===== src/rtl/bus_pkg.sv =====
// Shared bus definitions for the bus generator/arbiter endpoints.
//   ID_W       : width of the destination ID field (top byte of every packet)
//   BCAST_ID   : destination ID accepted by every endpoint
//   PKT_MAX_W  : widest packet get_dest() can take
//   drop_cnt_t : saturating overflow-drop counter type
//   get_dest() : pull the destination ID out of a packet of pkt_w bits
package bus_pkg;

  localparam int unsigned ID_W      = 8;
  localparam logic [ID_W-1:0] BCAST_ID = 8'hFF;
  localparam int unsigned PKT_MAX_W = 64;

  typedef logic [15:0] drop_cnt_t;

  // Callers zero-extend the packet to PKT_MAX_W; the ID sits in the top ID_W bits of pkt_w.
  function automatic logic [ID_W-1:0] get_dest(input logic [PKT_MAX_W-1:0] pkt,
                                               input int unsigned pkt_w);
    return ID_W'(pkt >> (pkt_w - ID_W));
  endfunction

endpackage


===== src/rtl/sync_fifo_fwft.sv =====
// First-word-fall-through synchronous FIFO.
//   clk     : system clock, rising edge
//   reset   : asynchronous active-low reset, empties the FIFO and clears storage
//   wr_en   : write request; honoured when not full, or when full and a read fires
//   wr_data : data to store
//   rd_en   : read request; ignored while empty
//   rd_data : head entry, valid whenever empty=0 (no same-cycle bypass)
//   empty   : no entries
//   full    : depth entries
//   count   : occupancy, always wr_ptr - rd_ptr
// depth must be a power of two and at least 2.
module sync_fifo_fwft #(
  parameter int unsigned width = 16,
  parameter int unsigned depth = 8
) (
  input  logic                    clk,
  input  logic                    reset,
  input  logic                    wr_en,
  input  logic [width-1:0]        wr_data,
  input  logic                    rd_en,
  output logic [width-1:0]        rd_data,
  output logic                    empty,
  output logic                    full,
  output logic [$clog2(depth):0]  count
);

  localparam int unsigned AW = $clog2(depth);

  // Pointers carry one extra wrap bit to tell full from empty.
  logic [AW:0]      r_wr_ptr;
  logic [AW:0]      r_rd_ptr;
  logic [AW:0]      r_count;
  logic [width-1:0] r_mem [depth];
  logic             w_rd_fire;
  logic             w_wr_fire;

  assign empty     = (r_wr_ptr == r_rd_ptr);
  assign full      = (r_wr_ptr[AW] != r_rd_ptr[AW]) &&
                     (r_wr_ptr[AW-1:0] == r_rd_ptr[AW-1:0]);
  assign w_rd_fire = rd_en && !empty;
  // A read in the same cycle frees the slot, so a full FIFO still takes the write.
  assign w_wr_fire = wr_en && (!full || w_rd_fire);

  assign rd_data = r_mem[r_rd_ptr[AW-1:0]];
  assign count   = r_count;

  always_ff @(posedge clk or negedge reset) begin
    if (!reset) begin
      r_wr_ptr <= '0;
      r_rd_ptr <= '0;
      r_count  <= '0;
    end else begin
      if (w_wr_fire) r_wr_ptr <= r_wr_ptr + 1'b1;
      if (w_rd_fire) r_rd_ptr <= r_rd_ptr + 1'b1;
      case ({w_wr_fire, w_rd_fire})
        2'b10:   r_count <= r_count + 1'b1;
        2'b01:   r_count <= r_count - 1'b1;
        default: r_count <= r_count;
      endcase
    end
  end

  // Storage is cleared so the head reads as 0 after reset.
  always_ff @(posedge clk or negedge reset) begin
    if (!reset) begin
      for (int i = 0; i < int'(depth); i++) r_mem[i] <= '0;
    end else if (w_wr_fire) begin
      r_mem[r_wr_ptr[AW-1:0]] <= wr_data;
    end
  end

endmodule


===== src/rtl/bus_rx_endpoint.sv =====
// Receive-side bus endpoint: filters pushed packets by destination ID, buffers the accepted
// ones in a FWFT FIFO and hands them to the local consumer over valid/ready.
//   clk      : system clock, rising edge
//   reset    : asynchronous active-low reset
//   push     : bus strobe, D_push valid this cycle
//   D_push   : packet from the bus, destination ID in the top 8 bits
//   rx_data  : head-of-FIFO packet
//   rx_valid : rx_data valid
//   rx_ready : consumer takes the head packet
//   full     : FIFO holds depth entries
//   count    : FIFO occupancy
//   drop_cnt : saturating count of matching packets lost to overflow
module bus_rx_endpoint
  import bus_pkg::*;
#(
  parameter int unsigned      pckg_sz   = 16,
  parameter int unsigned      depth     = 8,
  parameter logic [ID_W-1:0]  dev_id    = 8'h00,
  parameter logic [ID_W-1:0]  broadcast = BCAST_ID
) (
  input  logic                    clk,
  input  logic                    reset,
  input  logic                    push,
  input  logic [pckg_sz-1:0]      D_push,
  output logic [pckg_sz-1:0]      rx_data,
  output logic                    rx_valid,
  input  logic                    rx_ready,
  output logic                    full,
  output logic [$clog2(depth):0]  count,
  output drop_cnt_t               drop_cnt
);

  logic [ID_W-1:0] w_dest;
  logic            w_match;
  logic            w_pop;
  logic            w_wr_en;
  logic            w_drop;
  logic            w_empty;
  drop_cnt_t       r_drop_cnt;

  assign w_dest  = get_dest(PKT_MAX_W'(D_push), pckg_sz);
  assign w_match = (w_dest == dev_id) || (w_dest == broadcast);

  assign rx_valid = !w_empty;
  assign w_pop    = rx_valid && rx_ready;
  // The bus cannot be stalled: a matching packet either lands in the FIFO or is dropped.
  assign w_wr_en  = push && w_match && (!full || w_pop);
  assign w_drop   = push && w_match && full && !w_pop;

  sync_fifo_fwft #(
    .width (pckg_sz),
    .depth (depth)
  ) u_fifo (
    .clk     (clk),
    .reset   (reset),
    .wr_en   (w_wr_en),
    .wr_data (D_push),
    .rd_en   (w_pop),
    .rd_data (rx_data),
    .empty   (w_empty),
    .full    (full),
    .count   (count)
  );

  always_ff @(posedge clk or negedge reset) begin
    if (!reset) begin
      r_drop_cnt <= '0;
    end else if (w_drop && (r_drop_cnt != '1)) begin
      r_drop_cnt <= r_drop_cnt + 1'b1;
    end
  end

  assign drop_cnt = r_drop_cnt;

  // An unknown strobe would otherwise be silently read as "no push".
  a_push_known : assert property (@(posedge clk) disable iff (!reset) !$isunknown(push));

endmodule

===== config.mk =====
export PLATFORM = sky130hd
export DESIGN_NAME = bus_rx_endpoint
export DESIGN_NICKNAME = d
export VERILOG_FILES = /design/src/rtl/bus_pkg.sv /design/src/rtl/sync_fifo_fwft.sv /design/src/rtl/bus_rx_endpoint.sv
export SDC_FILE = /design/constraint.sdc
export NUM_CORES = 1
export LEC_CHECK = 0
export ABC_CLOCK_PERIOD_IN_PS = 9000
export CORE_ASPECT_RATIO = 0.7
export CORE_UTILIZATION = 38
export DETAILED_ROUTE_END_ITERATION = 10
export GPL_ROUTABILITY_DRIVEN = 0
export PLACE_DENSITY = 0.62
export SETUP_SLACK_MARGIN = 0.05
export SYNTH_ARGS = -nofsm -noshare
export SYNTH_HDL_FRONTEND = slang
export SYNTH_SLANG_ARGS = --single-unit

===== constraint.sdc =====
create_clock -name clk -period 9 [get_ports clk]
set_clock_uncertainty 0.05 [all_clocks]
set_input_delay 2.25 -clock clk [delete_from_list [all_inputs] [get_ports clk]]
set_output_delay 2.25 -clock clk [all_outputs]
set_load 0.02 [all_outputs]

==> metrics.sh <==
DETAIL_ROUTE.WIRELENGTH_UM=16100
RUN_STATUS='finished clean'
DIEWIDTH_UM=167
DETAILEDROUTE.FIRSTPASSITERATIONCOUNT=4
FINALSETUPTNS_NS=0
POSTROUTEANTENNANETS=0
POWER_LEAKAGE_nW=4.23
VDD.IR_DROP.WORST_uV=144
DRT_ITER0_MARKERS=310
CTS_SETUP_BUFFERS=0
GRT_ANTENNA_BEFORE_REPAIR=0
ACHIEVABLE-FREQUENCY_GHz=0.187
ROUTEDWLPERCELL_UM=18.7
VIA_COUNT_OF_THE_FIRST_GLOBAL_ROUTING_PASS=4822
CTS.HTREE.LEVELS=4
YOSYSWARNINGS=0
CLKLATENCYLATEPIN_NS=0.42
CRITICAL_PATH_LAUNCH_POINT='u_fifo.r_rd_ptr[0]$_DFFE_PN0P_'
ENDPOINT='rx_data[15]'
TRITONCTS_NUM_SINKS=156
FP.DIEAREA_MM2=0.0196
WS_PATH_TYPE='flop to output pin'
LAYOUT_WORST_PATH_CYCLE_SHARE=0.595
FINAL.MIN_CLOCK_PERIOD_NS=5.36
POSTLAYOUTCOREUTIL=0.471
DIODES=0
WORST-PATH-MAX-FANOUT=26
POST_DRT_VIA_CELL_RATIO=5.39
TYPE_OF_ELEMENT_CAPTURING_THE_CRITICAL_PATH='output pin'
TRITONCTS_BUFFER_COUNT=17
IO_BUFFER_COUNT=57
CLK_TRANSITION_REPORTED_PATHS_NS=0.06
CTS.REPAIR.RESIZED=0
MAPPEDNETLISTAREA_MM2=0.00722
POSTSYNTHAREAPERCELL_UM2=12.9
DETAILEDPLACE.WORSTSLACK_NS=3.65
CLOCK_TREE.ROOT_CELL='sky130_fd_sc_hd__clkbuf_16'
TIMING_HOLD_VIOLATIONS_FINAL=0
FINISH.CELL_COUNT_WITHOUT_FILLERS=861
FINALMAXSLEWVIOLATIONS=0
CTS_TREE='yes'
IO-PIN-COUNT=58
GRT_MAX_DEGREE=99
WORSTPATHARRIVAL_NS=3.06
YOSYS.CELL_TYPES.COUNT=41
GRT_USAGE=0.175
NUM_ROWS=41
WORST_R2R_PATH_DEPTH=13
STARTPOINT_TYPE='flop'
TOTAL_POWER_mW=1.91
TIMING.CRITICAL_PATH.SLOWEST_CELL_DELAY_NS=0.63
TIMING.RR.START='u_fifo.r_rd_ptr[1]$_DFFE_PN0P_'
AREA.GROWTH.SYNTH_TO_FINAL_PCT=19.5
SYNTH_NETS=586
DPL.HPWL_UM=10500
GRT_OVERFLOW_TOTAL=0
NNETSFINAL=638
MAX-CLOCK-PATH-BUFFERS=2
DIE_Y_UM=117
DRIVE_GT1_FRAC=0.270
VIAS=4641
SEQ_AREA_FRAC_SYNTH=0.541
DRT_DRC_VIOLATIONS_LEFT=0
SETUP_REPAIR_AFTER_GLOBAL_ROUTING_MISSED_ITS_MARGIN='no'
CRITICAL_PATH.REG2REG.ENDPOINT='u_fifo.count[2]$_DFFE_PN0P_'
CRITICAL_PATH_CELL_LIST='buf_4, mux4_2, mux2_2, clkdlybuf4s50_1'
FILLER_CELL_COUNT=1588
REG2REG_SETUP_SLACK_NS=4.90
GRT_PASS1_WL_UM=26200
SYN-INSTANCE-COUNT=560
HOLD_CLASS='flop to flop'
MAX_CAPACITANCE_VIOLATION_COUNT=0
MIN_PATH_CELLS=1
FLOORPLAN.CORE_AREA_MM2=0.0183
FINAL_CRITICAL_PATH_SETUP_SLACK_NS=3.64
DP.CELLS=829
SETUP-VIOLATIONS-FINAL=0
WORST-ENDPOINT-REQUIRED_NS=6.70
YS_SEQ_ELEMENTS=156
TIGHTEST_SLEW_NS=1.08
POSTCTSHOLDBUFS=0
POWER_PER_CELL_AREA_mW_PER_MM2=221
WORST_SLEW_MARGIN_REL=0.280
INITIAL_CORE_UTIL=0.394
CPMAXSTAGEDELAYCELL='sky130_fd_sc_hd__dfrtp_2'
-- worst max-delay path, delay by kind of cell (launching register included) --
| kind | cells | cell delay (ns) |
|---|---|---|
| mux | 2 | 0.88 |
| buf+inv | 2 | 1.08 |
| flops | 1 | 0.63 |
-- cells in the final DEF (no fill, tap or decap), drive strengths merged --
cell type	instances
a2111oi	1
a21boi	1
a21o	8
a21oi	2
and2	4
and3	2
and4	1
buf	6
bufinv	5
clkbuf	18
clkdlybuf4s50	56
clkinv	5
clkinvlp	2
dfrtp	156
ha	6
inv	11
mux2	83
mux4	32
nand2	74
nand2b	6
nand3	13
nand3b	3
nand4	14
nor2	13
nor2b	2
nor3	3
nor3b	1
nor4	4
o21ai	58
o221a	1
or2	2
or3	1
xnor2	22
xor2	9
-- power by group --
group	switching (mW)	leakage (nW)	total [mW]	internal, mW
Combinational	0.151	1.76	0.311	0.160
Clock	0.285	0.317	0.786	0.500
Sequential	0.0828	2.15	0.813	0.730
Total	0.519	4.23	1.91	1.39
-- flip-flops by register name, indices dropped and copies added (netlist names) --
signal	cells
u_fifo.r_mem	128
u_fifo.count	4
u_fifo.r_rd_ptr	4
drop_cnt	16
u_fifo.r_wr_ptr	4
-- worst min path at each step --
stage	end	slack, ns	start
after floorplan	u_fifo.r_mem[40]$_DFFE_PN0P_	0.39	u_fifo.r_mem[40]$_DFFE_PN0P_
after global placement	u_fifo.r_mem[47]$_DFFE_PN0P_	0.40	u_fifo.r_mem[47]$_DFFE_PN0P_
after detailed placement	u_fifo.count[3]$_DFFE_PN0P_	0.41	u_fifo.count[3]$_DFFE_PN0P_
after CTS	u_fifo.count[3]$_DFFE_PN0P_	0.43	u_fifo.count[3]$_DFFE_PN0P_
after global routing	u_fifo.r_mem[43]$_DFFE_PN0P_	0.45	u_fifo.r_mem[43]$_DFFE_PN0P_
final	u_fifo.count[3]$_DFFE_PN0P_	0.42	u_fifo.count[3]$_DFFE_PN0P_
-- stage by stage --
step | instance area [µm²] | hold slack (ns)
after detailed placement | 7970 | 0.411
after CTS | 8630 | 0.427
after global placement | 7970 | 0.404
after global routing | 8630 | 0.448
after floorplan | 7220 | 0.395
final | 8630 | 0.424
-- layer usage --
| layer | track usage | wire length, µm |
|---|---|---|
| met1 | 0.251 | 7550 |
| met4 | 0.0509 | 103 |
| met5 | 0 | 0 |
| met2 | 0.261 | 7420 |
| met3 | 0.0459 | 1040 |
-- synthesized netlist by cell type, drive strengths merged --
cell | count | area [µm²]
a2111oi | 1 | 15.0
a21boi | 1 | 7.51
a21o | 8 | 60.1
a21oi | 2 | 10.0
and2 | 4 | 25.0
and3 | 2 | 12.5
and4 | 1 | 8.76
buf | 15 | 98.8
clkbuf | 14 | 52.6
dfrtp | 156 | 3900
ha | 6 | 75.1
inv | 9 | 33.8
mux2 | 83 | 935
mux4 | 32 | 721
nand2 | 74 | 278
nand2b | 6 | 37.5
nand3 | 13 | 65.1
nand3b | 3 | 22.5
nand4 | 14 | 93.8
nor2 | 13 | 63.8
nor2b | 2 | 12.5
nor3 | 3 | 31.3
nor3b | 1 | 7.51
nor4 | 4 | 46.3
o21ai | 58 | 290
o221a | 1 | 20.0
or2 | 2 | 12.5
or3 | 1 | 6.26
xnor2 | 22 | 193
xor2 | 9 | 78.8
-- cell families after synthesis --
kind of cell,Yosys count,synth area share
flops,156,0.541
compound gates,71,0.0558
mux,115,0.229
fa+ha+maj,6,0.0104
xor+xnor,31,0.0376
simple gates,143,0.100
buf+inv,38,0.0257
-- area by class of cell --
cell class | count | area (µm²) | area share
Multi-Input combinational cell | 366 | 3130 | 0.363
Clock inverter | 14 | 215 | 0.0249
Inverter | 9 | 33.8 | 0.00392
Sequential cell | 156 | 3910 | 0.453
Clock buffer | 18 | 439 | 0.0509
Timing Repair Buffer | 62 | 609 | 0.0706
Tap cell | 236 | 295 | 0.0342
Note: power is estimated with default switching activity, not from simulation.
